File: src/rtl/mem_dump_uart_tx.sv
// Sweeps the RISC_V user data-memory debug port and streams each word as a
// 3-byte 8N1 UART frame: {2'b00,addr}, data[15:8], data[7:0].
module mem_dump_uart_tx #(
  parameter int CLKS_PER_BIT = 434,
  parameter int SETTLE       = 2,
  parameter int FIRST_ADDR   = 0,
  parameter int LAST_ADDR    = 63
) (
  input  logic        clk,
  input  logic        rst,
  input  logic        start,
  input  logic [15:0] user_read,
  output logic [5:0]  user_in,
  output logic        tx,
  output logic        busy,
  output logic        done
);

  localparam int CW = (CLKS_PER_BIT > 1) ? $clog2(CLKS_PER_BIT) : 1;
  localparam int SW = (SETTLE > 1) ? $clog2(SETTLE) : 1;
  localparam logic [CW-1:0] CLK_LAST    = CW'(CLKS_PER_BIT - 1);
  localparam logic [SW-1:0] SETTLE_LAST = SW'(SETTLE - 1);
  localparam logic [5:0]    FIRST       = 6'(FIRST_ADDR);
  localparam logic [5:0]    LAST        = 6'(LAST_ADDR);
  localparam logic [4:0]    BIT_LAST    = 5'd29;

  typedef enum logic [1:0] {
    S_IDLE,
    S_SETTLE,
    S_SEND
  } state_t;

  state_t          r_state, w_state_next;
  logic [5:0]      r_addr, w_addr_next;
  logic            r_tx, w_tx_next;
  logic            r_busy, w_busy_next;
  logic            r_done, w_done_next;
  logic [28:0]     r_frame, w_frame_next;
  logic [SW-1:0]   r_settle, w_settle_next;
  logic [CW-1:0]   r_clk_cnt, w_clk_cnt_next;
  logic [4:0]      r_bit, w_bit_next;
  logic [29:0]     w_frame_load;

  // Whole frame, LSB first: three start/data/stop byte groups back to back.
  assign w_frame_load = {1'b1, user_read[7:0],  1'b0,
                         1'b1, user_read[15:8], 1'b0,
                         1'b1, 2'b00, r_addr,   1'b0};

  always_ff @(posedge clk or posedge rst) begin
    if (rst) begin
      r_state   <= S_IDLE;
      r_addr    <= FIRST;
      r_tx      <= 1'b1;
      r_busy    <= 1'b0;
      r_done    <= 1'b0;
      r_frame   <= '0;
      r_settle  <= '0;
      r_clk_cnt <= '0;
      r_bit     <= '0;
    end else begin
      r_state   <= w_state_next;
      r_addr    <= w_addr_next;
      r_tx      <= w_tx_next;
      r_busy    <= w_busy_next;
      r_done    <= w_done_next;
      r_frame   <= w_frame_next;
      r_settle  <= w_settle_next;
      r_clk_cnt <= w_clk_cnt_next;
      r_bit     <= w_bit_next;
    end
  end

  always_comb begin
    w_state_next   = r_state;
    w_addr_next    = r_addr;
    w_tx_next      = r_tx;
    w_busy_next    = r_busy;
    w_done_next    = 1'b0;
    w_frame_next   = r_frame;
    w_settle_next  = r_settle;
    w_clk_cnt_next = r_clk_cnt;
    w_bit_next     = r_bit;
    unique case (r_state)
      S_IDLE: begin
        w_tx_next = 1'b1;
        if (start) begin
          w_state_next  = S_SETTLE;
          w_busy_next   = 1'b1;
          w_addr_next   = FIRST;
          w_settle_next = '0;
        end
      end
      S_SETTLE: begin
        if (r_settle == SETTLE_LAST) begin
          // Capture edge: the word is frozen here, and the start bit goes out at once.
          w_frame_next   = w_frame_load[29:1];
          w_tx_next      = w_frame_load[0];
          w_clk_cnt_next = '0;
          w_bit_next     = '0;
          w_state_next   = S_SEND;
        end else begin
          w_settle_next = r_settle + 1'b1;
        end
      end
      S_SEND: begin
        if (r_clk_cnt == CLK_LAST) begin
          w_clk_cnt_next = '0;
          if (r_bit == BIT_LAST) begin
            w_tx_next = 1'b1;
            if (r_addr == LAST) begin
              w_state_next = S_IDLE;
              w_busy_next  = 1'b0;
              w_done_next  = 1'b1;
              w_addr_next  = FIRST;
            end else begin
              w_state_next  = S_SETTLE;
              w_addr_next   = r_addr + 1'b1;
              w_settle_next = '0;
            end
          end else begin
            w_bit_next   = r_bit + 1'b1;
            w_tx_next    = r_frame[0];
            w_frame_next = {1'b1, r_frame[28:1]};
          end
        end else begin
          w_clk_cnt_next = r_clk_cnt + 1'b1;
        end
      end
      default: begin
        w_state_next = S_IDLE;
      end
    endcase
  end

  assign user_in = r_addr;
  assign tx      = r_tx;
  assign busy    = r_busy;
  assign done    = r_done;

endmodule

File: config.mk
export PLATFORM = sky130hd
export DESIGN_NAME = mem_dump_uart_tx
export DESIGN_NICKNAME = d
export VERILOG_FILES = /design/src/rtl/mem_dump_uart_tx.sv
export SDC_FILE = /design/constraint.sdc
export NUM_CORES = 1
export LEC_CHECK = 0
export ABC_AREA = 1
export ABC_CLOCK_PERIOD_IN_PS = 3600
export CORE_MARGIN = 10
export CORE_UTILIZATION = 60
export CTS_BUF_LIST = sky130_fd_sc_hd__clkbuf_8
export DETAILED_ROUTE_END_ITERATION = 8
export PLACE_DENSITY = 0.84
export SETUP_SLACK_MARGIN = 0.4
export SLEW_MARGIN = 5
export SYNTH_ARGS = -nofsm -noshare
export SYNTH_HDL_FRONTEND = slang
export SYNTH_SLANG_ARGS = --single-unit
File: constraint.sdc
create_clock -name clk -period 3.6 [get_ports clk]
set_input_delay 0.36 -clock clk [delete_from_list [all_inputs] [get_ports clk]]
set_output_delay 0.36 -clock clk [all_outputs]
set_load 0.005 [all_outputs]
Yosys cells after proc, flatten, opt, wreduce, memory -nomap -nowiden
Index checks and enable logic that the tools add are counted.

Memory bits (writable): 0. ROM bits: 0. Bits in latches: 0. Memories kept: 0. Word-level logic and storage cells: 77. Register bits: 55. Input bits: 19. Output and inout port bits: 9.

Add/sub/neg operators: 4. Multiplexer cells: 41. Multipliers: 0. Shift operators: 0. $lt $le $gt $ge: 0. Bitwise logic cells: 0. Equal/unequal tests: 12. Reduce and logical (&&, ||, !) cells: 11. Div/mod/pow operators: 0.

Operators by type and width (number): 29-bit 2-to-1 mux (3); 29-bit case mux with 2 select lines (1); 6-bit 2-to-1 mux (4); 9-bit 2-to-1 mux (2); 9-bit case mux with 2 select lines (1); 1-bit 2-to-1 mux (17); 5-bit 2-to-1 mux (3); 2-bit inequality test, second input constant (7); 6-bit case mux with 2 select lines (1); 4-bit AND reduction (3); 5-bit case mux with 2 select lines (1); 5-bit AND reduction (2); 9-bit by 1-bit adder with 9-bit output, second input constant (1); 9-bit == test, second input constant (1); 2-bit 2-to-1 mux (4); 6-bit by 1-bit adder with 6-bit output, second input constant (1); 6-bit == test, second input constant (1); 1-bit case mux with 3 select lines (2); 2-bit case mux with 3 select lines (1); 5-bit by 1-bit adder with 5-bit output, second input constant (1); 5-bit == test, second input constant (1); 2-bit nonzero test (2); 3-bit AND reduction (1); 3-bit nonzero test (1); 6 further kinds (6).

Longest topological paths before layout
Depth in word-level cells: 5. Gate-level depth with buffers: 10. Depth with buffers taken out: 9.

Worst setup path after synthesis
OpenSTA, ideal clock, no wires.

Kind: register -> register. From: reg r_clk_cnt[1]. To: reg r_bit[2]. Buffers on the path: 1. Cell stages (with the launch flop): 11. Arrival: 1302 ps. Clock period less this slack: 1419 ps. Data required time: 3483 ps. Slack: 2181 ps. Cell sequence: dfrtp_1 > inv_1 > ha_1 > inv_1 > nor2_1 > nand3_2 > nand2_4 > nand3_4 > buf_6 > nand2_1 > nand2_1.

Longest elaborated chain between the ends: 3.

RTL lines: from (decl) (RTL line 40) `logic [CW-1:0] r_clk_cnt, w_clk_cnt_next;`; from (signal assigned) (RTL line 68) `r_clk_cnt <= w_clk_cnt_next;`; 9-bit == test (RTL line 106) `if (r_clk_cnt == CLK_LAST) begin`; 2-bit inequality test (no line); 4-bit AND reduction (no line); to (signal assigned) (RTL line 69) `r_bit <= w_bit_next;`; to (decl) (RTL line 41) `logic [4:0] r_bit, w_bit_next;`.

Every way passes these cells. A chain may end at the register's enable or synchronous reset.

Worst setup path after layout
From: reg r_state[1]. To: reg r_bit[3].

Longest elaborated chain between the ends: 3. Elaborated cells between the ends (all ways): 8.

RTL lines: from (decl) (RTL line 33) `state_t r_state, w_state_next;`; from (signal assigned) (RTL line 61) `r_state <= w_state_next;`; 2-bit == test or 2-bit by 1-bit == test with 1-bit output (tied branches) (RTL line 83) `unique case (r_state)`; 2-bit inequality test (no line) or 2-bit nonzero test (tied branches); 4-bit AND reduction (no line).

Several ways; a longest one is shown, not always the timed one.

==> results.cfg <==
[routing]
post_drt_via_cell_ratio = 5.37
vias = 2668
initialDrtViolationCount = 264
drt_wl_total_um = 6450
antenna_left = 0
drt_first_pass_iters = 4
drc = 0
wl_per_cell_um = 13.0

[cells_and_area]
fin_cells = 497
fillers = 452
synthToLayoutAreaGrowth_pct = 8.25
final_cell_mix = 182 x nand2_1, 54 x dfrtp_1, 36 x nand4_1
drive_above_1_share = 0.0562
diodes = 0
final_common_cell = nand2_1
nets = 451

[cts]
clockBufferDepth = 2
post_cts_buffers = 0
worstSkewPairLatency_ns = 0.30
cts_resized = 0
cts_root_buffer = clkbuf_8
hold_buffers = 0
path_clk_slew_ns = 0.09
cts_num_sinks = 55
htree_levels = 2
cts_tree = yes
cts_made_buffers = 5

[logic_synthesis]
synth_top_area_frac = 0.433
synth_area_leader_cell = dfrtp_1
synth.area.top_cells = dfrtp_1 43%, nand2_1 22%, nand4_1 7.2%
yosysSeqAreaShare = 0.441
ys_types = 30
synth-seq-cells = 55
syn_nets = 439
synth_cells = 415
netlist_area_sq_um = 3120
postSynthAreaPerCell_sq_um = 7.53
yosys_warnings = 0

[global_route]
grt_overflow = 0
grt_start_max_net_pins = 45
grt_usage = 0.156
grt_pass1_wl_um = 11400
first_global_vias = 2582
antenna_found_initial = 0

[worst_setup_path]
rrSetupSlack_ns = 1.23
crit_buf_inv = 1
arrival_ns = 2.56
path_cells = nand2_4 -> inv_2 -> nand2_4 -> nand3_4 -> nand2_1 -> nand2_1
cp_max_fo = 38
r2r-start = r_state[1]$_DFFE_PP0P_
cpPeakStageDelay_ns = 0.45
r2r-end = r_bit[3]$_DFFE_PP0P_
crit_type = register to register
worst-r2r-cell-count = 6
crit_required_ns = 3.80
cp.depth = 6
critical-path-top-delay-family = simple AND/OR/NAND/NOR gates
end_kind = register
crit_slowest_cell = nand2_4
critPathLaunchType = register

[outcome]
status = completed

[pwr]
p_leak_nw = 1.74
p_per_area_nw_per_um2 = 318
ir_drop_uv = 236

[sta]
fin_setup_tns_ns = 0
slew_violations = 0
maxSlewHeadroom = 0.436
fmax_mhz = 423
tightest_slew_ns = 0.843
setup_viol = 0
fin_crit_ns = 2.37
rsz0062_at_grt = no
hold_viol = 0
fin_skew_ns = 0.00587
fin_crit_sh = 0.657

[worst_hold_path]
worstHoldPathType = register to register
min-delay-start = r_frame[28]$_DFFE_PP0P_
worstHoldPathCells = 2
hold_end = r_frame[28]$_DFFE_PP0P_

[die]
core_sq_um = 5070
dieArea_sq_um = 8490
die_y_um = 92.2
rows = 26
fp.dieW_um = 92.2
start_util = 0.616
io_pins = 28

[place]
place_inst = 490
routabilityCongestion = 0.850
dpl.hpwl_um = 4190
portBuffers = 27

[run]
max_cap_viol_count = 0
worst min-delay path: cells and delay by family, from the launching register on:
family                 cells  cell delay, ns
buffers and inverters      1            0.04
and+or+nand+nor            1            0.06
DFF                        1            0.33
sequential cells by signal, indices dropped and copies added, names as in the netlist:
register   count
tx             1
r_state        2
r_bit          5
user_in        6
r_frame       29
done           1
r_settle       1
r_clk_cnt      9
busy           1
final cells by class:
type | count | area, sq um | area share
inverters | 28 | 105 | 0.0311
flip-flops and latches | 55 | 1380 | 0.407
clock inverters | 2 | 33.8 | 0.00999
multi-input cells | 309 | 1430 | 0.423
repair buffers | 28 | 278 | 0.0821
clock buffers | 5 | 68.8 | 0.0203
well taps | 70 | 87.6 | 0.0259
worst max-delay path by stage:
stage	to	slack, ns	from
6_report	r_bit[3]$_DFFE_PP0P_	1.23	r_state[1]$_DFFE_PP0P_
4_1_cts	r_bit[3]$_DFFE_PP0P_	1.23	r_state[1]$_DFFE_PP0P_
3_5_place_dp	r_bit[3]$_DFFE_PP0P_	1.26	r_state[1]$_DFFE_PP0P_
2_1_floorplan	busy$_DFFE_PP0P_	1.90	rst
3_3_place_gp	r_frame[18]$_DFFE_PP0P_	1.33	r_state[1]$_DFFE_PP0P_
5_1_grt	r_bit[2]$_DFFE_PP0P_	0.94	r_state[0]$_DFFE_PP0P_
cells by family (layout without fill, tap and decap cells):
group                      after synthesis  after routing  share of synthesized area
xor gates and xnor gates                 3              3                    0.00841
adders and majority gates                5              5                     0.0200
AOI/OAI and AO/OA                       22             22                     0.0380
buffers and inverters                   51             63                      0.101
DFF                                     55             55                      0.441
and+or+nand+nor                        279            279                      0.392
through the flow:
stage                     area (sq um)  hold WS (ns)   util  total power [mW]  setup WS, ns
after global placement            3280         0.430  0.646             0.691          1.33
after floorplan                   3120         0.419      -             0.665          1.90
after detailed placement          3280         0.439  0.646             0.692          1.26
after CTS                         3380         0.460  0.666              1.08          1.23
after global routing              3380         0.483  0.666              1.11         0.939
final                             3380         0.455  0.666              1.07          1.23
Yosys cell counts:
cell and n:
nor2_2 2, a31oi_1 1, buf_4 8, ha_1 5, nand2_2 3, o21ai_1 6, dfstp_2 1, xor2_1 2
inv_1 26, o22ai_1 2, nand2_4 2, a21o_1 1, nand4_1 36, nand3_4 1, nand3_2 1, buf_12 4
xnor2_1 1, nor2_1 30, nand2_1 182, buf_6 3, or2_2 3, buf_2 5, inv_2 2, a22oi_1 1
nand3_1 18, dfrtp_1 54, o21ai_0 8, clkbuf_1 3, nand4_2 1, a21oi_1 3
where the power goes:
| part | total [mW] | switching, mW | internal, mW |
|---|---|---|---|
| sequential | 0.632 | 0.00515 | 0.626 |
| clock | 0.395 | 0.194 | 0.201 |
| combinational | 0.0473 | 0.0230 | 0.0243 |
layer usage:
metal  wire, um  global-route usage  vias up
li1           -                   -     1355
met1       2990               0.188     1256
met4         48              0.0411        0
met3        292              0.0375        6
met2       3130               0.271       51
met5          0                   0        -
(Power assumes the default switching activity.)
==> edit 1 (same flow settings) <==
Put one more register stage on the output `tx`, cleared by the reset. The value now appears one clock later. The other outputs are not delayed to match.
--- a/src/rtl/mem_dump_uart_tx.sv
+++ b/src/rtl/mem_dump_uart_tx.sv
@@ -135,3 +135,9 @@
   assign user_in = r_addr;
-  assign tx      = r_tx;
+  always_ff @(posedge clk or posedge rst) begin
+    if (rst) begin
+      tx <= '0;
+    end else begin
+      tx <= r_tx;
+    end
+  end
   assign busy    = r_busy;
Check against the original RTL: not equivalent (a bounded check fails within 4 cycles, from zero or initial values and one cycle with rst high).
==> edit 1 against the original RTL <==
  * Sequential cell count up 1
  * Setup slack worse by 0.37 ns
  * Critical path depth down 1
  * Power up 5.6%
  * Sequential power up 2%
  * Core utilization up 5.2 points
  * Count of clock-buffer cells in the layout up 2
  * Combinational power down 2%
  * Area after synthesis down 11%
  * Routed wire length down 17%
  * Cell area down 6.2%
  * Critical endpoint is now r_frame[17]
  * Highest routed layer unchanged
==> edit 1: results <==
metrics = {
    "status": {
        "status": "finished, final reports clean",
    },
    "synthesis": {
        "synth_cell_types": 29,
        "yosysTopAreaCellShare_pct": 49.3,
        "synthesis.nets": 347,
        "ys_seq_area_share_pct": 50.3,
        "synth_commonest_cells": "96 x nand2_1, 55 x dfrtp_1, 26 x o21ai_1",
        "avgSynthCellArea_um2": 8.64,
        "synthTopCellsByArea": "dfrtp_1 49%, nand2_1 13%, mux2i_1 6.8%, o21ai_1 4.7%, o21ai_0 3.4%",
    },
    "detailed_routing": {
        "dr_total_vias": 2108,
        "ant_nets": 0,
        "drt-total-wl_um": 5340,
        "detail_route.iter0.violations": 120,
    },
    "clocking": {
        "ctsHoldBuffers": 0,
        "post_cts_resized": 0,
    },
    "place": {
        "routabilityCongestion": 0.840,
        "placed_cells": 390,
        "dpl.hpwl_um": 3840,
        "pre_cts_ws_ns": 0.837,
        "dpl_cell_area_mm2": 0.00305,
    },
    "pwr": {
        "vdd_ir_drop_max_mv": 0.301,
        "leakagePower_nw": 1.38,
    },
    "global_route": {
        "grt_max_degree": 68,
        "met1_usage_pct": 17.7,
        "grtUsageMet2_pct": 24.8,
        "grtUsageTotal_pct": 14.6,
        "grt_pass1_wl_um": 9180,
        "grt.met3_usage_pct": 3.81,
    },
    "setup_path": {
        "r2r_cells": 5,
        "cp.arrival_ns": 2.95,
        "worstSetupPathType": "reg -> reg",
        "startpoint": "r_state[1]",
        "r2r_end": "r_frame[17]",
        "path_max_fanout": 67,
    },
    "cells_and_area": {
        "fin_cells": 398,
        "fillCellCount": 361,
        "largest_reg_flops": 29,
        "regMostFlops": "r_frame",
        "final_layout_size_suffix_gt1_share_pct": 7.80,
        "final_nets": 369,
    },
    "sta": {
        "skew_ns": 0.00435,
        "worst_pin_slew_ns": 0.722,
        "worst_slack_ns": 0.868,
    },
    "hold_path": {
        "hp-start": "r_tx",
    },
}
==> edit 1: area by class of cell <==
cell class | instances | area (µm²) | area share, %
sequential | 56 | 1400 | 44.2
clock buffer | 7 | 96.3 | 3.04
tap | 52 | 65.1 | 2.05
clock inverter | 1 | 30.0 | 0.947
multi-input combinational | 230 | 1210 | 38.0
inverter | 23 | 86.3 | 2.72
timing repair buffer | 29 | 285 | 8.99
==> edit 1: worst min-delay path by stage <==
| stage | endpoint | slack, ns | cells after the start |
|---|---|---|---|
| CTS | tx | 0.41 | 0 |
| detailed placement | tx | 0.40 | 0 |
| global placement | tx | 0.39 | 0 |
| finish | tx | 0.41 | 0 |
| floorplan | tx | 0.39 | 0 |
| global route | tx | 0.41 | 0 |
==> edit 1: through the flow <==
| step | hold WS, ns | power [W] |
|---|---|---|
| finish | 0.408 | 0.00113 |
| global route | 0.412 | 0.00117 |
| CTS | 0.409 | 0.00115 |
| detailed placement | 0.395 | 0.000703 |
| global placement | 0.395 | 0.000701 |
| floorplan | 0.389 | 0.000675 |
==> edit 1: where the power goes <==
part           internal, W   total, W  switching (W)
registers         0.000638   0.000643     0.00000505
clock network     0.000246   0.000445       0.000200
logic            0.0000249  0.0000463      0.0000214
==> edit 1: critical path, cell delays in order (launching register included) <==
cell	delay (ns)
dfrtp_1	0.42
nand2_1	0.54
inv_1	0.53
nand2_4	0.23
nand3_4	0.51
o21ai_0	0.38
==> edit 1: layer usage <==
layer  part of all wire [%]  vias to the layer above  wire length, µm
met5                      0                        -                0
met4                    1.1                        0               59
met3                    4.3                        7              227
met2                     50                       36             2670
met1                     45                      970             2380
li1                       -                     1095                -
==> edit 1: kinds of logic (layout without fill, tap and decap cells) <==
kind of cell	after synthesis	after routing	share of synthesized area, %
muxes	19	19	6.82
xor gates and xnor gates	2	2	0.628
buffers and inverters	37	60	6.50
DFF	56	56	50.3
adders and majority gates	5	5	2.24
and+or+nand+nor	145	145	22.1
AOI/OAI and AO/OA	59	59	11.5
==> edit 2 (config.mk and constraints unchanged) <==
Without the edit above. `FIRST_ADDR`: 0 -> 1.
--- a/src/rtl/mem_dump_uart_tx.sv
+++ b/src/rtl/mem_dump_uart_tx.sv
@@ -5,3 +5,3 @@
   parameter int SETTLE       = 2,
-  parameter int FIRST_ADDR   = 0,
+  parameter int FIRST_ADDR   = 1,
   parameter int LAST_ADDR    = 63
Formal check against the unedited RTL: not equivalent (a bounded check fails within 4 cycles, from zero or initial values and one cycle with rst high).
==> edit 2 against the original RTL <==
  * Sequential share of layout area is 0.79 points lower
  * Area after synthesis is 1.6% higher
  * Setup slack better by 0.17 ns
  * Sequential cell count stayed put
  * Routed wire length is 2.3% higher
  * Final cell count is 0.60% higher
  * Cell area is 2.1% higher
  * Sequential power hardly changed
  * Die area is 1.2% higher
  * Power is 2.3% lower
  * Global-route usage is 0.67 points higher
  * Largest power group unchanged
==> edit 2: results <==
metrics = {
    "status": {
        "status": "finished, final reports clean",
    },
    "sta": {
        "whs_ns": 0.466,
        "skew_ns": 0.00809,
        "relSlewSlack_pct": 53.8,
    },
    "hold_path": {
        "min_path_type": "in -> async",
    },
    "cells_and_area": {
        "final_layout_size_suffix_gt1_share_pct": 10.0,
        "largest_reg_flops": 29,
        "final_nets": 453,
        "regMostFlops": "r_frame",
        "n_antenna_cell": 0,
    },
    "detailed_routing": {
        "met2_length_um": 3210,
        "drt-total-wl_um": 6600,
        "dr_total_vias": 2653,
        "top_layer_used": "met4",
        "wl_met1_um": 3050,
        "detail_route.iter0.violations": 191,
        "met3_wirelength_um": 261,
    },
    "place": {
        "dpl.hpwl_um": 4300,
        "routabilityCongestion": 0.874,
        "io_buffers": 27,
    },
    "synthesis": {
        "async_reset_ff_share_pct": 100,
        "ys_seq_area_share_pct": 43.5,
        "synth_compound_area_share_pct": 4.34,
        "synthesis.nets": 438,
        "yosysTopAreaCellShare_pct": 41.8,
        "synth_xor_area_share_pct": 0.828,
        "synth_cell_types": 33,
        "synth_adder_area_share_pct": 1.97,
        "synth_commonest_cells": "176 x nand2_1, 53 x dfrtp_1, 36 x nand4_1",
        "synthTopCellsByArea": "dfrtp_1 42%, nand2_1 21%, nand4_1 7.1%, nor2_1 3.3%, inv_1 3.0%",
        "ys_warn_count": 0,
    },
    "setup_path": {
        "slowest_delay_ns": 0.51,
        "r2r_end": "r_frame[18]",
        "reg2reg_slack_ns": 1.41,
        "cp.arrival_ns": 2.39,
        "crit_path_top_delay_cell": "nand2_2",
    },
    "global_route": {
        "grt_max_degree": 39,
        "grt_pass1_vias": 2558,
        "grtUsageTotal_pct": 16.2,
        "grt_pass1_wl_um": 11800,
    },
    "pwr": {
        "vdd_ir_drop_max_mv": 0.226,
        "leakagePower_nw": 1.75,
    },
    "clocking": {
        "cts_setup_buffers": 0,
        "clkTransAtPathRegs_ns": 0.10,
        "worstSkewPairLatency_ns": 0.31,
    },
}
## edit 2: cell count changes after synthesis, moves of 5 or more
cell / change
nand2_2: +6
o21ai_1: -5
o21ai_2: +5
nand2_1: -6
buf_4: -5
## edit 2: worst max path at each step
stage	start	endpoint	slack [ns]	cells after the start
finish	r_state[1]	r_frame[18]	1.41	6
global route	r_state[0]	r_frame[18]	1.18	6
CTS	r_state[1]	r_frame[18]	1.41	6
detailed placement	r_state[1]	r_frame[26]	1.42	6
global placement	r_state[1]	r_frame[25]	1.50	6
floorplan	rst	busy	1.90	1
## edit 2: area by class of cell
cell class                      instances  area, µm²
Timing Repair Buffer                   30        293
Inverter                               28        105
Sequential cell                        55       1380
Multi-Input combinational cell        309       1490
Clock inverter                          1       3.75
Fill cell                             450       1660
Tap cell                               70       87.6
Clock buffer                            7       96.3
## edit 2: layer usage
layer,vias to the layer above,track usage [%]
li1,1357,-
met5,-,0
met3,8,4.20
met1,1233,21.3
met2,55,25.8
met4,0,4.88
## edit 2: power breakdown
group | internal [W] | leakage, nW | switching (W)
logic | 0.0000244 | 1.01 | 0.0000230
clock network | 0.000173 | 0.0557 | 0.000197
registers | 0.000627 | 0.688 | 0.00000512
total | 0.000824 | 1.75 | 0.000225
## edit 2: cell families after synthesis
logic type | count (synthesis)
buffers and inverters | 50
AND/OR/NAND/NOR | 279
AO/OA/AOI/OAI | 22
XOR/XNOR | 3
flip-flops | 55
adder cells (fa/ha/maj) | 5
## edit 2: through the flow
step	area [µm²]	util [%]	instances	worst slack [ns]	power [W]
floorplan	3170	-	414	1.90	0.000665
global placement	3350	65.6	492	1.50	0.000691
detailed placement	3350	65.6	492	1.42	0.000692
CTS	3450	67.6	500	1.41	0.00105
global route	3450	67.6	500	1.18	0.00109
finish	3450	67.6	500	1.41	0.00105
